### src/rtl/viterbi_feed_ctrl.sv
// Soft-pair FIFO feeding the Viterbi decoder with flush-pair injection, plus the decoded-bit
// skip/pack path. Define VIT_FEED_STATS_EN to add the transfer and byte statistics outputs.
module viterbi_feed_ctrl #(
    parameter int SOFT_W      = 3,
    parameter int FIFO_DEPTH  = 16,
    parameter int CNT_W       = 20,
    parameter int FLUSH_PAIRS = 48,
    parameter int FLUSH_VAL   = 3,
    parameter int SKIP_BITS   = 9
) (
    input  logic                        clock,
    input  logic                        reset_n,
    input  logic                        enable,
    input  logic                        start,
    input  logic                        do_descramble,
    input  logic [CNT_W-1:0]            num_pairs,
    input  logic [2*SOFT_W-1:0]         in_data,
    input  logic [1:0]                  in_erase,
    input  logic                        in_valid,
    output logic [SOFT_W-1:0]           vit_data0,
    output logic [SOFT_W-1:0]           vit_data1,
    output logic [1:0]                  vit_erase,
    output logic                        vit_tvalid,
    input  logic                        vit_tready,
    input  logic                        conv_bit,
    input  logic                        conv_valid,
    input  logic                        descr_bit,
    input  logic                        descr_valid,
    output logic [7:0]                  byte_out,
    output logic                        byte_out_strobe,
    output logic                        feed_done,
    output logic                        overflow,
    output logic [$clog2(FIFO_DEPTH):0] fifo_level
`ifdef VIT_FEED_STATS_EN
    ,
    output logic [CNT_W-1:0]            stat_pairs_fed,
    output logic [15:0]                 stat_bytes_out
`endif
);

    localparam int AW = $clog2(FIFO_DEPTH);
    localparam int LW = AW + 1;
    localparam int EW = 2 * SOFT_W + 2;
    localparam int FW = (FLUSH_PAIRS > 1) ? $clog2(FLUSH_PAIRS) : 1;
    localparam int SW = (SKIP_BITS > 0) ? $clog2(SKIP_BITS + 1) : 1;

    localparam logic [LW-1:0]     FULL_LVL   = LW'(FIFO_DEPTH);
    localparam logic [FW-1:0]     FLUSH_LAST = FW'(FLUSH_PAIRS - 1);
    localparam logic [SW-1:0]     SKIP_INIT  = SW'(SKIP_BITS);
    localparam logic [SOFT_W-1:0] FLUSH_SOFT = SOFT_W'(FLUSH_VAL);

    typedef enum logic [1:0] {S_IDLE, S_PASS, S_FLUSH, S_DONE} state_t;

    state_t             state_q, state_d;
    logic [CNT_W-1:0]   num_pairs_q, num_pairs_d;
    logic               descr_q, descr_d;
    logic [AW-1:0]      wr_ptr_q, wr_ptr_d, rd_ptr_q, rd_ptr_d;
    logic [LW-1:0]      level_q, level_d;
    logic               valid_q, valid_d;
    logic [SOFT_W-1:0]  data0_q, data0_d, data1_q, data1_d;
    logic [1:0]         erase_q, erase_d;
    logic [CNT_W-1:0]   pair_cnt_q, pair_cnt_d;
    logic [FW-1:0]      flush_cnt_q, flush_cnt_d;
    logic [SW-1:0]      skip_q, skip_d;
    logic [2:0]         bit_cnt_q, bit_cnt_d;
    logic [6:0]         shreg_q, shreg_d;
    logic [7:0]         byte_q, byte_d;
    logic               strobe_q, strobe_d;
    logic               done_q, done_d;
    logic               ovf_q, ovf_d;
`ifdef VIT_FEED_STATS_EN
    logic [CNT_W-1:0]   stat_pairs_q, stat_pairs_d;
    logic [15:0]        stat_bytes_q, stat_bytes_d;
`endif

    logic [EW-1:0]      fifo_mem [FIFO_DEPTH];
    logic [EW-1:0]      fifo_head;
    logic               fifo_we;
    logic               xfer, pop, push;
    logic [CNT_W-1:0]   pair_next;
    logic               bit_v, bit_in;

    assign fifo_head = fifo_mem[rd_ptr_q];

    always_ff @(posedge clock) begin
        if (enable && fifo_we) begin
            fifo_mem[wr_ptr_q] <= {in_erase, in_data};
        end
    end

    always_comb begin
        state_d     = state_q;
        num_pairs_d = num_pairs_q;
        descr_d     = descr_q;
        wr_ptr_d    = wr_ptr_q;
        rd_ptr_d    = rd_ptr_q;
        level_d     = level_q;
        valid_d     = valid_q;
        data0_d     = data0_q;
        data1_d     = data1_q;
        erase_d     = erase_q;
        pair_cnt_d  = pair_cnt_q;
        flush_cnt_d = flush_cnt_q;
        skip_d      = skip_q;
        bit_cnt_d   = bit_cnt_q;
        shreg_d     = shreg_q;
        byte_d      = byte_q;
        strobe_d    = strobe_q;
        done_d      = done_q;
        ovf_d       = ovf_q;
`ifdef VIT_FEED_STATS_EN
        stat_pairs_d = stat_pairs_q;
        stat_bytes_d = stat_bytes_q;
`endif
        fifo_we   = 1'b0;
        pop       = 1'b0;
        push      = 1'b0;
        xfer      = valid_q & enable & vit_tready;
        pair_next = pair_cnt_q + 1'b1;
        bit_v     = descr_q ? descr_valid : conv_valid;
        bit_in    = descr_q ? descr_bit : conv_bit;

        if (start) begin
            state_d     = (num_pairs == '0) ? S_FLUSH : S_PASS;
            num_pairs_d = num_pairs;
            descr_d     = do_descramble;
            wr_ptr_d    = '0;
            rd_ptr_d    = '0;
            level_d     = '0;
            valid_d     = 1'b0;
            pair_cnt_d  = '0;
            flush_cnt_d = '0;
            skip_d      = do_descramble ? SKIP_INIT : '0;
            bit_cnt_d   = '0;
            shreg_d     = '0;
            strobe_d    = 1'b0;
            done_d      = 1'b0;
            ovf_d       = 1'b0;
`ifdef VIT_FEED_STATS_EN
            stat_pairs_d = '0;
            stat_bytes_d = '0;
`endif
        end else begin
`ifdef VIT_FEED_STATS_EN
            if (xfer) stat_pairs_d = stat_pairs_q + 1'b1;
`endif
            case (state_q)
                S_PASS: begin
                    // Refill the output register whenever it is empty or being consumed.
                    pop  = (!valid_q || xfer) && (level_q != '0);
                    push = in_valid && ((level_q != FULL_LVL) || pop);
                    if (in_valid && !push) ovf_d = 1'b1;
                    if (xfer) pair_cnt_d = pair_next;
                    if (xfer && (pair_next == num_pairs_q)) begin
                        state_d  = S_FLUSH;
                        valid_d  = 1'b1;
                        data0_d  = FLUSH_SOFT;
                        data1_d  = FLUSH_SOFT;
                        erase_d  = 2'b00;
                        wr_ptr_d = '0;
                        rd_ptr_d = '0;
                        level_d  = '0;
                    end else begin
                        if (pop) begin
                            data0_d  = fifo_head[SOFT_W-1:0];
                            data1_d  = fifo_head[2*SOFT_W-1:SOFT_W];
                            erase_d  = fifo_head[EW-1:2*SOFT_W];
                            valid_d  = 1'b1;
                            rd_ptr_d = rd_ptr_q + 1'b1;
                        end else if (xfer) begin
                            valid_d = 1'b0;
                        end
                        if (push) begin
                            fifo_we  = 1'b1;
                            wr_ptr_d = wr_ptr_q + 1'b1;
                        end
                        level_d = level_q + LW'(push) - LW'(pop);
                    end
                end
                S_FLUSH: begin
                    valid_d = 1'b1;
                    data0_d = FLUSH_SOFT;
                    data1_d = FLUSH_SOFT;
                    erase_d = 2'b00;
                    if (xfer) begin
                        if (flush_cnt_q == FLUSH_LAST) begin
                            state_d = S_DONE;
                            valid_d = 1'b0;
                            done_d  = 1'b1;
                        end else begin
                            flush_cnt_d = flush_cnt_q + 1'b1;
                        end
                    end
                end
                default: ;
            endcase

            if (state_q != S_IDLE) begin
                strobe_d = 1'b0;
                if (bit_v) begin
                    if (skip_q != '0) begin
                        skip_d = skip_q - 1'b1;
                    end else begin
                        bit_cnt_d = bit_cnt_q + 1'b1;
                        if (bit_cnt_q == 3'd7) begin
                            byte_d   = {bit_in, shreg_q};
                            strobe_d = 1'b1;
`ifdef VIT_FEED_STATS_EN
                            if (stat_bytes_q != 16'hFFFF) stat_bytes_d = stat_bytes_q + 1'b1;
`endif
                        end else begin
                            shreg_d[bit_cnt_q] = bit_in;
                        end
                    end
                end
            end
        end
    end

    always_ff @(posedge clock or negedge reset_n) begin
        if (!reset_n) begin
            state_q     <= S_IDLE;
            num_pairs_q <= '0;
            descr_q     <= 1'b0;
            wr_ptr_q    <= '0;
            rd_ptr_q    <= '0;
            level_q     <= '0;
            valid_q     <= 1'b0;
            data0_q     <= '0;
            data1_q     <= '0;
            erase_q     <= '0;
            pair_cnt_q  <= '0;
            flush_cnt_q <= '0;
            skip_q      <= '0;
            bit_cnt_q   <= '0;
            shreg_q     <= '0;
            byte_q      <= '0;
            strobe_q    <= 1'b0;
            done_q      <= 1'b0;
            ovf_q       <= 1'b0;
`ifdef VIT_FEED_STATS_EN
            stat_pairs_q <= '0;
            stat_bytes_q <= '0;
`endif
        end else if (enable) begin
            state_q     <= state_d;
            num_pairs_q <= num_pairs_d;
            descr_q     <= descr_d;
            wr_ptr_q    <= wr_ptr_d;
            rd_ptr_q    <= rd_ptr_d;
            level_q     <= level_d;
            valid_q     <= valid_d;
            data0_q     <= data0_d;
            data1_q     <= data1_d;
            erase_q     <= erase_d;
            pair_cnt_q  <= pair_cnt_d;
            flush_cnt_q <= flush_cnt_d;
            skip_q      <= skip_d;
            bit_cnt_q   <= bit_cnt_d;
            shreg_q     <= shreg_d;
            byte_q      <= byte_d;
            strobe_q    <= strobe_d;
            done_q      <= done_d;
            ovf_q       <= ovf_d;
`ifdef VIT_FEED_STATS_EN
            stat_pairs_q <= stat_pairs_d;
            stat_bytes_q <= stat_bytes_d;
`endif
        end
    end

    assign vit_data0       = data0_q;
    assign vit_data1       = data1_q;
    assign vit_erase       = erase_q;
    assign vit_tvalid      = valid_q & enable;
    assign byte_out        = byte_q;
    assign byte_out_strobe = strobe_q;
    assign feed_done       = done_q;
    assign overflow        = ovf_q;
    assign fifo_level      = level_q;
`ifdef VIT_FEED_STATS_EN
    assign stat_pairs_fed  = stat_pairs_q;
    assign stat_bytes_out  = stat_bytes_q;
`endif

endmodule

### config.mk
export PLATFORM = sky130hd
export DESIGN_NAME = viterbi_feed_ctrl
export DESIGN_NICKNAME = d
export VERILOG_FILES = /design/src/rtl/viterbi_feed_ctrl.sv
export SDC_FILE = /design/constraint.sdc
export NUM_CORES = 1
export LEC_CHECK = 0
export BUFFER_PORTS_ARGS = -buffer_cell sky130_fd_sc_hd__buf_2
export CORE_MARGIN = 2
export CORE_UTILIZATION = 45
export DETAILED_ROUTE_END_ITERATION = 10
export GPL_TIMING_DRIVEN = 0
export PLACE_DENSITY = 0.71
export RECOVER_POWER = 25
export SYNTH_ARGS = -nofsm -noshare
export SYNTH_HDL_FRONTEND = slang
export SYNTH_SLANG_ARGS = --single-unit
### constraint.sdc
create_clock -name clock -period 4.55 [get_ports clock]
set_input_delay 0.2275 -clock clock [delete_from_list [all_inputs] [get_ports clock]]
set_output_delay 0.2275 -clock clock [all_outputs]
set_load 0.03 [all_outputs]
==> results.json <==
{
  "fin_crit_sh_pct": 85.6,
  "synth_warnings": 0,
  "final_layout_size_suffix_gt1_share_pct": 14.9,
  "hold_buffers": 23,
  "slew_headroom_pct": 12.6,
  "clock_latency_ns": 0.53,
  "antenna_found_initial": 0,
  "hp-class": "in -> reg",
  "ir_worst_vdd_uv": 415,
  "dieArea_sq_um": 24700,
  "vias": 7389,
  "syn_area_per_cell_sq_um": 11.9,
  "ys.flop_type": "edfxtp_1",
  "power-per-cell-area_nw_per_um2": 485,
  "synthArstFlopShare_pct": 42.9,
  "max_freq_mhz": 257,
  "synth.top_cell.area_share_pct": 36.4,
  "crit_path_end_kind": "register",
  "path_class": "reg -> reg",
  "ant_nets": 0,
  "ios": 64,
  "worstMarginPinSlew_ns": 1.30,
  "mappedNetlistNets": 943,
  "drt_wl_total_mm": 24.2,
  "die_y_microns": 157,
  "slew_violations": 0,
  "root_buffer": "clkbuf_16",
  "rows": 56,
  "wl_per_cell_microns": 18.1,
  "clock_sinks": 224,
  "fin_nets": 1057,
  "antenna_cells": 0,
  "grt-ovfl-total": 0,
  "port_buffers": 63,
  "final_area_sq_um": 12400,
  "syn_to_final_growth_pct": 17.5,
  "worst_ep_required_time_ns": 4.70,
  "synth_area_sq_um": 10600,
  "fin_skew_ns": 0.0114,
  "viasPerCell": 5.52,
  "yosys_register_bits": 224,
  "path_max_fanout": 10,
  "status": "completed",
  "tns_ns": 0,
  "core-area_sq_um": 23300,
  "arrival_ns": 4.04,
  "final_cell_mix": "edfxtp_1 (128), nand2_1 (114), dfrtp_1 (96)",
  "htreeDepth": 1,
  "yosys.area.top_type": "edfxtp_1",
  "leakagePower_nw": 4.79,
  "place_area_sq_um": 11300,
  "dr.pass1.iters": 5,
  "track_usage_pct": 20.2,
  "postCtsSetupRepairBufs": 0,
  "r2r_setup_slack_ns": 0.66,
  "rsz0062_at_grt": "false",
  "period_minus_slack_ns": 3.89,
  "dp_hpwl_mm": 16.6,
  "setup_viol_count_final": 0,
  "synthCells": 886,
  "synth_cell_types": 67,
  "clk_pin_slew_ns": 0.06,
  "synth_edf_count": 128,
  "cts_tree": "done",
  "synthTopCellsByArea": "edfxtp_1 (36%), dfrtp_1 (23%), nand2_1 (4.1%)",
  "grt_first_pass_wirelength_mm": 38.9,
  "cap_violations": 0,
  "drtIter0Drc": 659,
  "die_w_microns": 157,
  "cts_resized": 0,
  "yosysSeqAreaShare_pct": 59.1,
  "place_congestion": 0.900,
  "cts_buffer_depth": 3,
  "numCtsBuffers": 25,
  "start_util_pct": 45.4,
  "hold_violations": 0,
  "layout_commonest_cell": "edfxtp_1",
  "first_global_vias": 7184,
  "grt_max_degree": 58,
  "start_kind": "register",
  "drc": 0
}
==> report_power, final <==
group          switching, mW  internal, mW
logic                  0.867         0.618
clock network          0.790          1.32
registers              0.126          2.30
total                   1.78          4.24
==> stage by stage <==
stage	hold WS (ns)	std cells	util [%]	power, mW	worst slack, ns
detailed placement	0.258	1269	48.6	3.92	0.374
finish	0.0712	1338	53.3	6.02	0.655
global placement	0.433	1268	48.5	3.89	0.408
global route	0.113	1338	53.3	6.34	0.250
CTS	0.0446	1338	53.3	6.06	0.388
floorplan	-0.0681	886	-	3.53	1.21
==> state kept, by name, summed over array words and instances (netlist names) <==
register / count
skip_q: 4
fifo_level: 5
overflow: 1
fifo_mem: 128
feed_done: 1
byte_out: 8
vit_data0: 3
num_pairs_q: 20
vit_erase: 2
state_q: 2
valid_q: 1
shreg_q: 7
vit_data1: 3
flush_cnt_q: 6
bit_cnt_q: 3
descr_q: 1
pair_cnt_q: 20
wr_ptr_q: 4
byte_out_strobe: 1
rd_ptr_q: 4
==> Yosys cell counts (15+ instances only) <==
master,count
mux2_2,15
nand3_1,27
xor2_1,21
a21oi_1,33
xnor2_1,19
inv_1,25
nor3_1,20
nor2_1,51
clkbuf_1,33
edfxtp_1,128
o21ai_0,54
mux4_2,16
nand2_1,114
mux2i_1,31
ha_1,17
dfrtp_1,96
==> cell type report <==
class,instances,area [sq um]
fillers,2007,10900
flip-flops and latches,224,6250
multi-input cells,584,4000
clock buffers,36,677
repair buffers,87,566
well taps,319,399
plain buffers,53,238
clock inverters,10,189
inverters,25,93.8
==> per-layer routing <==
layer  wire length, microns  part of all wire, %  vias to the layer above  track usage (%)
met4                    573                  2.4                        0             5.67
met2                  11400                   47                      238             32.9
met5                      0                    0                        -                0
met3                   1370                  5.6                       44             2.40
met1                  10900                   45                     3586             28.6
li1                       -                    -                     3521                -
==> path summary, 6_finish.rpt <==
| check | from | cells after the start | to |
|---|---|---|---|
| min in group asynchronous | reset_n | 2 | num_pairs_q[11]$_DFFE_PN0P_ |
| min reg2reg | byte_out[7]$_DFFE_PN0P_ | 2 | byte_out[7]$_DFFE_PN0P_ |
| max | pair_cnt_q[12]$_DFFE_PN0P_ | 10 | fifo_mem[8][0]$_DFFE_PP_ |
| max reg2reg | pair_cnt_q[12]$_DFFE_PN0P_ | 10 | fifo_mem[8][0]$_DFFE_PP_ |
| min | conv_bit | 3 | byte_out[7]$_DFFE_PN0P_ |
| max in group asynchronous | reset_n | 3 | shreg_q[3]$_DFFE_PN0P_ |
==> worst max-delay path, stage by stage, from the launching register on <==
cell and delay, ns:
dfrtp_1 0.32, clkbuf_1 0.27, nand3_1 0.17, nor4_2 0.61, and3_1 0.33, xnor2_1 0.14, nand3_1 0.10, o311a_1 0.24
clkbuf_1 0.36, nand3_1 0.21, nor2_1 0.76
==> cells by family after synthesis <==
family	after synthesis	synth area share, %
mux	62	7.95
simple gates	294	13.6
buf+inv	78	3.14
flops	224	59.1
compound gates	170	10.6
fa+ha+maj	18	2.20
xor+xnor	40	3.32
(Power assumes the default switching activity.)
